<file path="config.mk">
export PLATFORM = sky130hd
export DESIGN_NAME = led_fade_driver
export DESIGN_NICKNAME = d
export VERILOG_FILES = /design/src/rtl/led_pkg.sv /design/src/rtl/led_pwm_gen.sv /design/src/rtl/led_fade_driver.sv
export SDC_FILE = /design/constraint.sdc
export NUM_CORES = 1
export LEC_CHECK = 0
export ABC_AREA = 1
export BUFFER_PORTS_ARGS = -buffer_cell sky130_fd_sc_hd__buf_4
export CAP_MARGIN = 20
export CELL_PAD_IN_SITES_DETAIL_PLACEMENT = 1
export CELL_PAD_IN_SITES_GLOBAL_PLACEMENT = 2
export CORE_AREA = 2 2 88 90
export DETAILED_ROUTE_END_ITERATION = 10
export DIE_AREA = 0 0 90 92
export PLACE_DENSITY = 0.79
export SLEW_MARGIN = 5
export SYNTH_ARGS = -nofsm -noshare
export SYNTH_HDL_FRONTEND = slang
export SYNTH_SLANG_ARGS = --single-unit
</file>
<file path="constraint.sdc">
create_clock -name clk -period 2 [get_ports clk]
set_input_delay 0.2 -clock clk [delete_from_list [all_inputs] [get_ports clk]]
set_output_delay 0.2 -clock clk [all_outputs]
set_load 0.005 [all_outputs]
</file>
<file path="src/rtl/led_pkg.sv">
// Shared definitions for the LED fade driver: FSM state encodings and default sizing.
package led_pkg;

  localparam int unsigned PWM_BITS_DEF = 8;
  localparam int unsigned STEP_DIV_DEF = 50000;

  typedef enum logic [1:0] {
    OFF       = 2'd0,
    RAMP_UP   = 2'd1,
    ON        = 2'd2,
    RAMP_DOWN = 2'd3
  } fade_state_t;

endpackage

</file>
<file path="src/rtl/led_pwm_gen.sv">
// Free-running PWM counter with registered compare; ON/OFF states force the pin level.
module led_pwm_gen
  import led_pkg::*;
#(
  parameter int unsigned PWM_BITS = PWM_BITS_DEF
) (
  input  logic                clk,
  input  logic                rst,
  input  fade_state_t         state,
  input  logic [PWM_BITS-1:0] duty_eff,
  output logic                led_out
);

  logic [PWM_BITS-1:0] pwm_cnt;

  // Counter wraps MAX->0 naturally; the FSM never touches it.
  always_ff @(posedge clk) begin
    if (rst) begin
      pwm_cnt <= '0;
      led_out <= 1'b0;
    end else begin
      pwm_cnt <= pwm_cnt + PWM_BITS'(1);
      case (state)
        ON:      led_out <= 1'b1;
        OFF:     led_out <= 1'b0;
        default: led_out <= (pwm_cnt < duty_eff);
      endcase
    end
  end

endmodule

</file>
<file path="src/rtl/led_fade_driver.sv">
// LED fade driver: ramps brightness up/down following led_in, drives a PWM pin.
// Optional gamma correction of the PWM duty when LED_FADE_GAMMA_EN is defined.
module led_fade_driver
  import led_pkg::*;
#(
  parameter int unsigned PWM_BITS = PWM_BITS_DEF,
  parameter int unsigned STEP_DIV = STEP_DIV_DEF
) (
  input  logic                clk,
  input  logic                rst,
  input  logic                led_in,
  output logic                led_out,
  output logic [PWM_BITS-1:0] duty,
  output logic                busy
);

  localparam int unsigned PRE_W = (STEP_DIV > 1) ? $clog2(STEP_DIV) : 1;
  localparam logic [PWM_BITS-1:0] MAX = '1;
  localparam logic [PRE_W-1:0] PRE_LAST = PRE_W'(STEP_DIV - 1);

  fade_state_t         state;
  logic [PWM_BITS-1:0] level;
  logic [PRE_W-1:0]    presc;
  logic [PWM_BITS-1:0] duty_eff;
  logic                step_c;

  assign step_c = (presc == PRE_LAST);

  // Reversal takes priority over a step; levels saturate so they never wrap.
  always_ff @(posedge clk) begin
    if (rst) begin
      state <= OFF;
      level <= '0;
      presc <= '0;
      busy  <= 1'b0;
    end else begin
      case (state)
        OFF: begin
          level <= '0;
          presc <= '0;
          if (led_in) begin
            state <= RAMP_UP;
            busy  <= 1'b1;
          end
        end
        RAMP_UP: begin
          if (!led_in) begin
            state <= RAMP_DOWN;
            presc <= '0;
          end else if (step_c) begin
            presc <= '0;
            if (level >= MAX - PWM_BITS'(1)) begin
              level <= MAX;
              state <= ON;
              busy  <= 1'b0;
            end else begin
              level <= level + PWM_BITS'(1);
            end
          end else begin
            presc <= presc + PRE_W'(1);
          end
        end
        ON: begin
          level <= MAX;
          presc <= '0;
          if (!led_in) begin
            state <= RAMP_DOWN;
            busy  <= 1'b1;
          end
        end
        default: begin
          if (led_in) begin
            state <= RAMP_UP;
            presc <= '0;
          end else if (step_c) begin
            presc <= '0;
            if (level <= PWM_BITS'(1)) begin
              level <= '0;
              state <= OFF;
              busy  <= 1'b0;
            end else begin
              level <= level - PWM_BITS'(1);
            end
          end else begin
            presc <= presc + PRE_W'(1);
          end
        end
      endcase
    end
  end

  assign duty = level;

`ifdef LED_FADE_GAMMA_EN
  localparam int unsigned SQ_W = 2 * PWM_BITS;
  logic [SQ_W-1:0] level_sq;

  // Full-width square so the shift sees every product bit.
  assign level_sq = SQ_W'(level) * SQ_W'(level);
  assign duty_eff = PWM_BITS'(level_sq >> PWM_BITS);
`else
  assign duty_eff = level;
`endif

  led_pwm_gen #(
    .PWM_BITS (PWM_BITS)
  ) u_pwm (
    .clk      (clk),
    .rst      (rst),
    .state    (state),
    .duty_eff (duty_eff),
    .led_out  (led_out)
  );

endmodule

</file>
==> results.json, run 1 <==
{
  "crit_type": "register to register",
  "cts_tree": "built",
  "clock_skew_ns": 0.0109,
  "drive_gt1_frac": 0.115,
  "syn_avg_cell_area_um2": 6.44,
  "netlist_area_mm2": 0.00242,
  "firstDrtPassIters": 4,
  "port_buffers": 12,
  "grt_max_degree": 17,
  "fp.dieH_um": 92,
  "ys_ff_latch": 36,
  "syn-num-nets": 395,
  "grt-ovfl-total": 0,
  "synthMuxAreaShare": 0,
  "worstPathRequired_ns": 2.19,
  "synth_top_area_share": 0.298,
  "cts.reportedPaths.clkPinSlew_ns": 0.08,
  "cpMostUsedCell": "nor2_1",
  "io_pins": 13,
  "drc": 0,
  "async_flop_share": 0,
  "yosysSeqAreaShare": 0.298,
  "crit_chain": "ha_1 > nand3_2 > nor2_2 > nand2_2 > o21ai_4 > o21ai_0 > nor2_1 > nor2_1",
  "place_hpwl_um": 5100,
  "multi_input_area_mm2": 0.00144,
  "slew_headroom": 0.666,
  "hold_buffers": 0,
  "peakVddDrop_mv": 0.276,
  "grt_usage": 0.167,
  "nFillCells": 1021,
  "fin_nets": 412,
  "maxSlewViolCount": 0,
  "critPathLaunchType": "register",
  "final-setup-viol-count": 0,
  "maxCapViolCount": 0,
  "synth_flop_cell": "dfxtp_1",
  "yosys.area.top_type": "dfxtp_1",
  "finalHoldViolations": 0,
  "syn_inst": 375,
  "final-seq-area_um2": 723,
  "row_count": 32,
  "grt_pass1_wl_um": 11200,
  "die_x_um": 90,
  "synth-simple-area-share": 0.347,
  "numCtsBuffers": 5,
  "cpPeakStageDelay_ns": 0.36,
  "dieArea_mm2": 0.00828,
  "final_antenna_net_count": 0,
  "wl_per_cell_um": 13.3,
  "worst_ep_arrival_time_ns": 2.02,
  "clock_sinks": 36,
  "clockBufferDepth": 2,
  "h-tree-depth": 2,
  "antennaDiodeCount": 0,
  "worstSkewPairLatency_ns": 0.30,
  "slowest_stage": "o21ai_4",
  "vias": 2363,
  "clock.fmax_mhz": 548,
  "crit_path_max_fanout": 16,
  "synth-warning-count": 0,
  "synth_compound_area_frac": 0.127,
  "grt_pass1_vias": 2458,
  "drt_iter0_drc": 72,
  "yosys.area_share.adder": 0.0880,
  "holdCritPathClass": "input port to register",
  "period_share": 0.912,
  "drt-vias-per-instance": 4.77,
  "min_period_ns": 1.82,
  "rsz0062_at_grt": "no",
  "pre_cts_ws_ns": 0.0737,
  "synth_edf_count": 0,
  "yosysUniqueCellTypes": 32,
  "core_area_mm2": 0.00745,
  "power_leakage_nw": 1.23,
  "start_util": 0.324,
  "power.density_mw_per_mm2": 1090,
  "synth.most_common_cell": "nand2_1",
  "antenna_found_initial": 0,
  "ys_top_cells_by_count": "nand2_1, nor2_1, inv_1",
  "synthXorXnorAreaFrac": 0.0326,
  "setup_slack_ns": 0.176,
  "cts_root_buffer": "clkbuf_8",
  "gp_congestion": 0.798,
  "synth.area.top_cells": "dfxtp_1, nand2_1, ha_1, nor2_1, inv_1",
  "end_kind": "register",
  "worst_pin_slew_ns": 0.500,
  "synth_top_family_by_area": "simple AND/OR/NAND/NOR gates",
  "fin_setup_tns_ns": 0,
  "syn_to_final_growth_pct": 13.3,
  "run_status": "finished, final reports clean",
  "drt_wl_total_um": 6590
}
==> worst max-delay path: cells and delay by family (launching register included) <==
family                   cells  cell delay (ns)
AND/OR/NAND/NOR              5             0.65
AO/OA/AOI/OAI                2             0.52
flip-flops                   1             0.35
adder cells (fa/ha/maj)      1             0.21
==> per-layer routing <==
metal / GRT usage / vias up / wire (µm)
li1: - / 1239 / -
met1: 0.198 / 1097 / 3160
met2: 0.306 / 20 / 3180
met3: 0.0247 / 7 / 150
met4: 0.0615 / 0 / 90
met5: 0 / - / 0
==> report_power, final <==
part | total [mW] | switching, mW | internal [mW] | leakage [nW]
Combinational | 1.48 | 0.911 | 0.564 | 0.890
Clock | 0.585 | 0.305 | 0.279 | 0.0434
Sequential | 0.927 | 0.112 | 0.815 | 0.293
==> final timing paths <==
path                 start               end  slack [ns]  depth (start not counted)
setup / recovery  presc[0]           duty[0]        0.18                          8
hold reg to reg   presc[0]          presc[0]        0.44                          1
setup reg to reg  presc[0]           duty[0]        0.18                          8
hold / removal         rst  u_pwm.pwm_cnt[0]        0.14                          2
==> stage by stage <==
stage / cell area [µm²] / std cells / power (mW) / hold WS (ns) / utilization
after floorplan: 2420 / 375 / 2.02 / 0.413 / -
after global routing: 2740 / 495 / 3.29 / 0.132 / 0.367
final: 2740 / 495 / 2.99 / 0.137 / 0.367
after detailed placement: 2640 / 487 / 2.44 / 0.439 / 0.354
after global placement: 2640 / 487 / 2.40 / 0.427 / 0.354
after CTS: 2730 / 495 / 3.03 / 0.134 / 0.367
==> layout by cell type (no fill, tap or decap) <==
| cell type | Yosys | layout |
|---|---|---|
| nand2_1 | 87 | 87 |
| nor2_1 | 51 | 51 |
| inv_1 | 47 | 47 |
| dfxtp_1 | 36 | 34 |
| nand3_1 | 29 | 29 |
| a21oi_1 | 24 | 24 |
| buf_4 | 2 | 20 |
| o21ai_0 | 17 | 17 |
| ha_1 | 17 | 17 |
| nor3_1 | 9 | 9 |
| o21ai_1 | 8 | 8 |
| xor2_1 | 7 | 7 |
| nand4_1 | 6 | 6 |
| clkbuf_8 | 0 | 6 |
| inv_2 | 5 | 5 |
| nor2_2 | 4 | 4 |
| nor2_4 | 2 | 2 |
| xnor2_1 | 2 | 2 |
| a211oi_1 | 2 | 2 |
| and3_1 | 2 | 2 |
| clkinvlp_4 | 0 | 2 |
| dfxtp_2 | 0 | 2 |
| nand3_2 | 1 | 1 |
| nand2_2 | 1 | 1 |
| o21ai_4 | 1 | 1 |
| clkinv_1 | 1 | 1 |
| a31oi_1 | 1 | 1 |
| nor3_2 | 1 | 1 |
| o21a_1 | 1 | 1 |
| o211a_1 | 1 | 1 |
| o211ai_1 | 1 | 1 |
| nor3b_1 | 1 | 1 |
==> cell families (layout without fill, tap and decap cells) <==
kind of cell               count (synthesis)  after routing
AOI/OAI and AO/OA                         56             56
xor gates and xnor gates                   9              9
adders and majority gates                 17             17
buffers and inverters                     63             81
DFF                                       36             36
and+or+nand+nor                          194            194
==> final cells by class <==
cell class	instances	area share
multi-input combinational	276	0.526
timing repair buffer	20	0.0549
clock inverter	2	0.00549
sequential	36	0.264
tap	102	0.0466
clock buffer	6	0.0302
inverter	53	0.0727
==> state kept, by name, indices dropped and copies added, names as in the netlist <==
| register | cells |
|---|---|
| busy | 1 |
| duty | 8 |
| presc | 16 |
| state | 2 |
| u_pwm.led_out | 1 |
| u_pwm.pwm_cnt | 8 |
==> timing repair <==
action	CTS	global route
buffers inserted	0	0
endpoints found under the setup margin	0	1
gates resized for setup	0	2
No activity file was read; power rests on OpenSTA's default activity.
==> run 2, diff against run 1 <==
Settings changed: ABC_AREA 1 to unset, CORE_AREA 2 2 88 90 to 2 2 83 85, DIE_AREA 0 0 90 92 to 0 0 85 87.
==> run 2 against run 1 <==
The flow now finishes with violations (setup timing). Sequential cell count is the same. Cell count down 15%. Non-clock buffer count is 41 higher. Clock-buffer cell count increased by 2. Sequential power down 10%. Clock skew fell by 0.0061 ns. Synthesized area decreased by 3.2%.
==> results.json, run 2 <==
{
  "clock_skew_ns": 0.00485,
  "maxSlewViolCount": 0,
  "syn_to_final_growth_pct": 30.9,
  "cp-startpoint": "presc[11]",
  "run_status": "complete, but fails checks",
  "yosysUniqueCellTypes": 54,
  "port_buffers": 12,
  "ys_ff_latch": 36,
  "synth_top_area_share": 0.308,
  "power.density_mw_per_mm2": 866,
  "slew_headroom": 0.697,
  "antennaDiodeCount": 0,
  "peakVddDrop_mv": 0.363,
  "mostFrequentLayoutCells": "buf_4, nor2_1, dfxtp_1",
  "cts_tree": "built",
  "cpPeakStageDelay_ns": 0.56,
  "period_share": 1.04,
  "rsz0062_at_grt": "yes",
  "antenna_found_initial": 0,
  "grt_pass1_wl_um": 11000,
  "clock.fmax_mhz": 479,
  "maxCapViolCount": 0,
  "layout_commonest_cell": "buf_4",
  "crit_type": "register to register",
  "top_register": "presc",
  "grt_usage": 0.187,
  "yosysSeqAreaShare": 0.308,
  "row_count": 30,
  "worstSkewPairLatency_ns": 0.29,
  "largest_reg_flops": 16,
  "worst_pin_slew_ns": 0.451,
  "finalHoldViolations": 0,
  "start_util": 0.356,
  "netlist_area_mm2": 0.00234,
  "drt_wl_total_um": 6590,
  "syn_inst": 285,
  "holdCritPathClass": "input port to register",
  "grt-ovfl-total": 0,
  "async_flop_share": 0,
  "clock_sinks": 36,
  "fin_nets": 362,
  "wl_per_cell_um": 15.6,
  "worstPathRequired_ns": 2.17,
  "place_hpwl_um": 5060,
  "worst_ep_arrival_time_ns": 2.26,
  "nFillCells": 785,
  "numCtsBuffers": 5,
  "synth_flop_cell": "dfxtp_1",
  "dieArea_mm2": 0.00740,
  "drc": 0,
  "cts.reportedPaths.clkPinSlew_ns": 0.08,
  "crit_chain": "or4bb_4 > or4_4 > o22a_4 > a2111oi_4 > a211oi_2",
  "fp.dieH_um": 87,
  "final-setup-viol-count": 25,
  "core_area_mm2": 0.00657,
  "grt_max_degree": 23,
  "h-tree-depth": 2,
  "final_antenna_net_count": 0,
  "synth-warning-count": 0,
  "synth_edf_count": 0,
  "firstDrtPassIters": 4,
  "gp_congestion": 0.791,
  "fin_setup_tns_ns": -0.783,
  "drt_iter0_drc": 84,
  "drive_gt1_frac": 0.315,
  "cts_root_buffer": "clkbuf_8",
  "syn-num-nets": 305,
  "power_leakage_nw": 1.23,
  "critPathLaunchType": "register",
  "syn_avg_cell_area_um2": 8.21,
  "crit_path_max_fanout": 6,
  "ys_top_cells_by_count": "dfxtp_1, nor2_1, a21oi_1",
  "yosys.area.top_type": "dfxtp_1",
  "setup_slack_ns": -0.0876,
  "clockBufferDepth": 2,
  "synth.area.top_cells": "dfxtp_1, ha_1, nor2_1, xor2_1, a21oi_1",
  "die_x_um": 85,
  "slowest_stage": "or4_4",
  "min_period_ns": 2.09,
  "vias": 2251,
  "whs_ns": 0.206,
  "hold_buffers": 0,
  "drt-vias-per-instance": 5.32,
  "hp-start": "led_in",
  "end_kind": "register",
  "grt_pass1_vias": 2258,
  "io_pins": 13,
  "violations": "setup timing",
  "worstReg2RegStart": "presc[11]"
}
[run 2: through the flow]
stage	util	cells	setup slack [ns]	instance area [µm²]	power, mW
floorplan	-	285	-0.0475	2360	1.56
global placement	0.435	411	-0.0819	2860	2.00
detailed placement	0.435	411	-0.139	2860	2.03
CTS	0.455	421	-0.0895	2990	2.62
global route	0.466	423	-0.141	3060	2.81
finish	0.466	423	-0.0876	3060	2.65
[run 2: final cells by class]
cell class                 count  area, µm²  area share
multi-input combinational    222       1610       0.525
sequential                    36        729       0.238
timing repair buffer          61        474       0.155
tap                           80        100      0.0327
clock buffer                   8       90.1      0.0294
inverter                      16       60.1      0.0196
[run 2: routing by layer]
layer	part of all wire	global-route usage	up-vias
met3	0.012	0.0237	6
met2	0.50	0.328	11
met4	0.012	0.0592	0
met5	0	0	-
met1	0.47	0.237	1094
li1	-	-	1140
[run 2: critical path, delay by kind of cell (launching register included)]
| family | cells | cell delay (ns) |
|---|---|---|
| AOI/OAI and AO/OA | 3 | 0.55 |
| DFF | 1 | 0.32 |
| and+or+nand+nor | 2 | 1.10 |
[run 2: logic make-up after synthesis]
kind of cell    share of synthesized area
simple gates                        0.267
fa+ha+maj                          0.0909
mux                               0.00428
compound gates                      0.198
flops                               0.308
xor+xnor                           0.0824
buf+inv                            0.0492
[run 2: report_power, final]
part | switching, mW | internal (mW)
logic | 0.702 | 0.568
registers | 0.0574 | 0.772
clock network | 0.268 | 0.281
[run 2: path summary, 6_finish.rpt]
check	cells after the start	to	slack [ns]
worst max-delay path	5	duty[5]	-0.09
worst min-delay path	2	state[1]	0.21
worst max register to register	5	duty[5]	-0.09
worst min register to register	1	u_pwm.pwm_cnt[0]	0.46
[run 2: repair_timing]
action / 4_1_cts / 5_1_grt
gates cloned: 1 / 0
gates resized for setup: 8 / 14
setup buffers: 1 / 2
pin swaps: 7 / 3
endpoints found under the setup margin: 11 / 27
==> run 3, diff against run 2 <==
Settings changed: GPL_TIMING_DRIVEN set to 0.
==> run 3 against run 2 <==
The flow still finishes with violations (setup timing). Setup slack lost 0.092 ns. Clock-buffer cell count fell by 1. Clock skew is 0.0046 ns higher. Core utilization down 2.6 points.
==> results.json, run 3 (synthesis results as in run 2) <==
{
  "pre_cts_ws_ns": -0.395,
  "setup_slack_ns": -0.180,
  "die_x_um": 85,
  "critPathLaunchType": "register",
  "peakVddDrop_mv": 0.552,
  "finalHoldViolations": 0,
  "clock_sinks": 36,
  "fin_util": 0.440,
  "firstDrtPassIters": 4,
  "crit_path_max_fanout": 5,
  "fp.dieH_um": 87,
  "grt_usage": 0.187,
  "dieArea_mm2": 0.00740,
  "dp.cells": 377,
  "clock.fmax_mhz": 459,
  "port_buffers": 12,
  "worst_pin_slew_ns": 0.724,
  "final_antenna_net_count": 0,
  "fin_nets": 336,
  "run_status": "complete, but fails checks",
  "worst_ep_arrival_time_ns": 2.33,
  "mostFrequentLayoutCells": "nor2_1, buf_4, dfxtp_1",
  "whs_ns": 0.170,
  "drt_iter0_drc": 111,
  "wl_per_cell_um": 17.0,
  "drive_gt1_frac": 0.265,
  "maxCapViolCount": 0,
  "maxSlewViolCount": 0,
  "grt_pass1_wl_um": 11000,
  "layout_commonest_cell": "nor2_1",
  "place_hpwl_um": 4610,
  "worstPathRequired_ns": 2.15,
  "holdCritPathClass": "input port to register",
  "rsz0062_at_grt": "yes",
  "grt-ovfl-total": 0,
  "cts.reportedPaths.clkPinSlew_ns": 0.09,
  "worstSkewPairLatency_ns": 0.30,
  "nFillCells": 789,
  "place_area_mm2": 0.00255,
  "clock_skew_ns": 0.00947,
  "period_share": 1.09,
  "antenna_found_initial": 0,
  "largest_reg_flops": 16,
  "drt-vias-per-instance": 5.50,
  "power.density_mw_per_mm2": 916,
  "clockBufferDepth": 2,
  "vias": 2183,
  "violations": "setup timing",
  "grt_max_degree": 12,
  "io_pins": 13,
  "numCtsBuffers": 5,
  "gp_congestion": 0.815,
  "slew_headroom": 0.517,
  "cts_root_buffer": "clkbuf_8",
  "row_count": 30,
  "grt_pass1_vias": 2185,
  "stdcell_area_mm2": 0.00289,
  "crit_type": "register to register",
  "dr_wl_met3_um": 121,
  "end_kind": "register",
  "drc": 0,
  "core_area_mm2": 0.00657,
  "stdcell_count": 397,
  "top_register": "presc",
  "h-tree-depth": 2,
  "min_period_ns": 2.18,
  "power_leakage_nw": 1.09,
  "syn_to_final_growth_pct": 23.6,
  "top_layer_used": "met4",
  "antennaDiodeCount": 0,
  "final-setup-viol-count": 11,
  "met2WireLength_um": 3270,
  "start_util": 0.356,
  "drt_wl_total_um": 6730,
  "wl_met1_um": 3270,
  "cts_tree": "built"
}
[run 3: cell count changes in the layout (fill, tap and decap cells not counted), sizes merged]
cell	before	now
clkbuf	8	14
o22a	2	1
buf	61	29
clkinvlp	0	1
[run 3: power by group]
| group | internal [mW] | switching, mW | total [mW] |
|---|---|---|---|
| Clock | 0.281 | 0.296 | 0.577 |
| Combinational | 0.508 | 0.699 | 1.21 |
| Sequential | 0.777 | 0.0883 | 0.865 |
[run 3: final timing paths]
| path | depth (start not counted) | endpoint | slack, ns | startpoint |
|---|---|---|---|---|
| max | 6 | duty[0] | -0.18 | presc[13] |
| min | 4 | state[1] | 0.17 | rst |
| max reg2reg | 6 | duty[0] | -0.18 | presc[13] |
| min reg2reg | 1 | presc[0] | 0.45 | presc[0] |
[run 3: critical path: stages (launching register included)]
cell and delay [ns]:
dfxtp_2 0.34, or4b_4 0.55, or4_4 0.55, o22a_4 0.26, clkbuf_16 0.17, nor3_4 0.11
a211oi_2 0.06
[run 3: metal layers]
layer / up-vias / track usage
li1: 1085 / -
met1: 1075 / 0.250
met2: 18 / 0.312
met3: 5 / 0.0313
met4: 0 / 0.0519
met5: - / 0
[run 3: area by class of cell]
class | count | area [µm²] | area share
clock inverters | 1 | 7.51 | 0.00260
plain buffers | 11 | 67.6 | 0.0234
repair buffers | 25 | 209 | 0.0723
flip-flops and latches | 36 | 741 | 0.256
well taps | 80 | 100 | 0.0346
clock buffers | 7 | 86.3 | 0.0299
inverters | 16 | 60.1 | 0.0208
multi-input cells | 221 | 1620 | 0.560
[run 3: through the flow]
step / power, mW / TNS [ns]
after detailed placement: 1.84 / -5.95
after global placement: 1.84 / -5.38
after global routing: 2.82 / -4.04
final: 2.65 / -1.63
after floorplan: 1.56 / -0.318
after CTS: 2.50 / -1.01
[run 3: repair_timing]
| action | 4_1_cts | 5_1_grt |
|---|---|---|
| cloned | 0 | 1 |
| setup buffers | 8 | 4 |
| setup endpoints to repair | 26 | 22 |
| pin swaps | 8 | 7 |
| hold buffers | 0 | 0 |
| resized for setup | 25 | 15 |
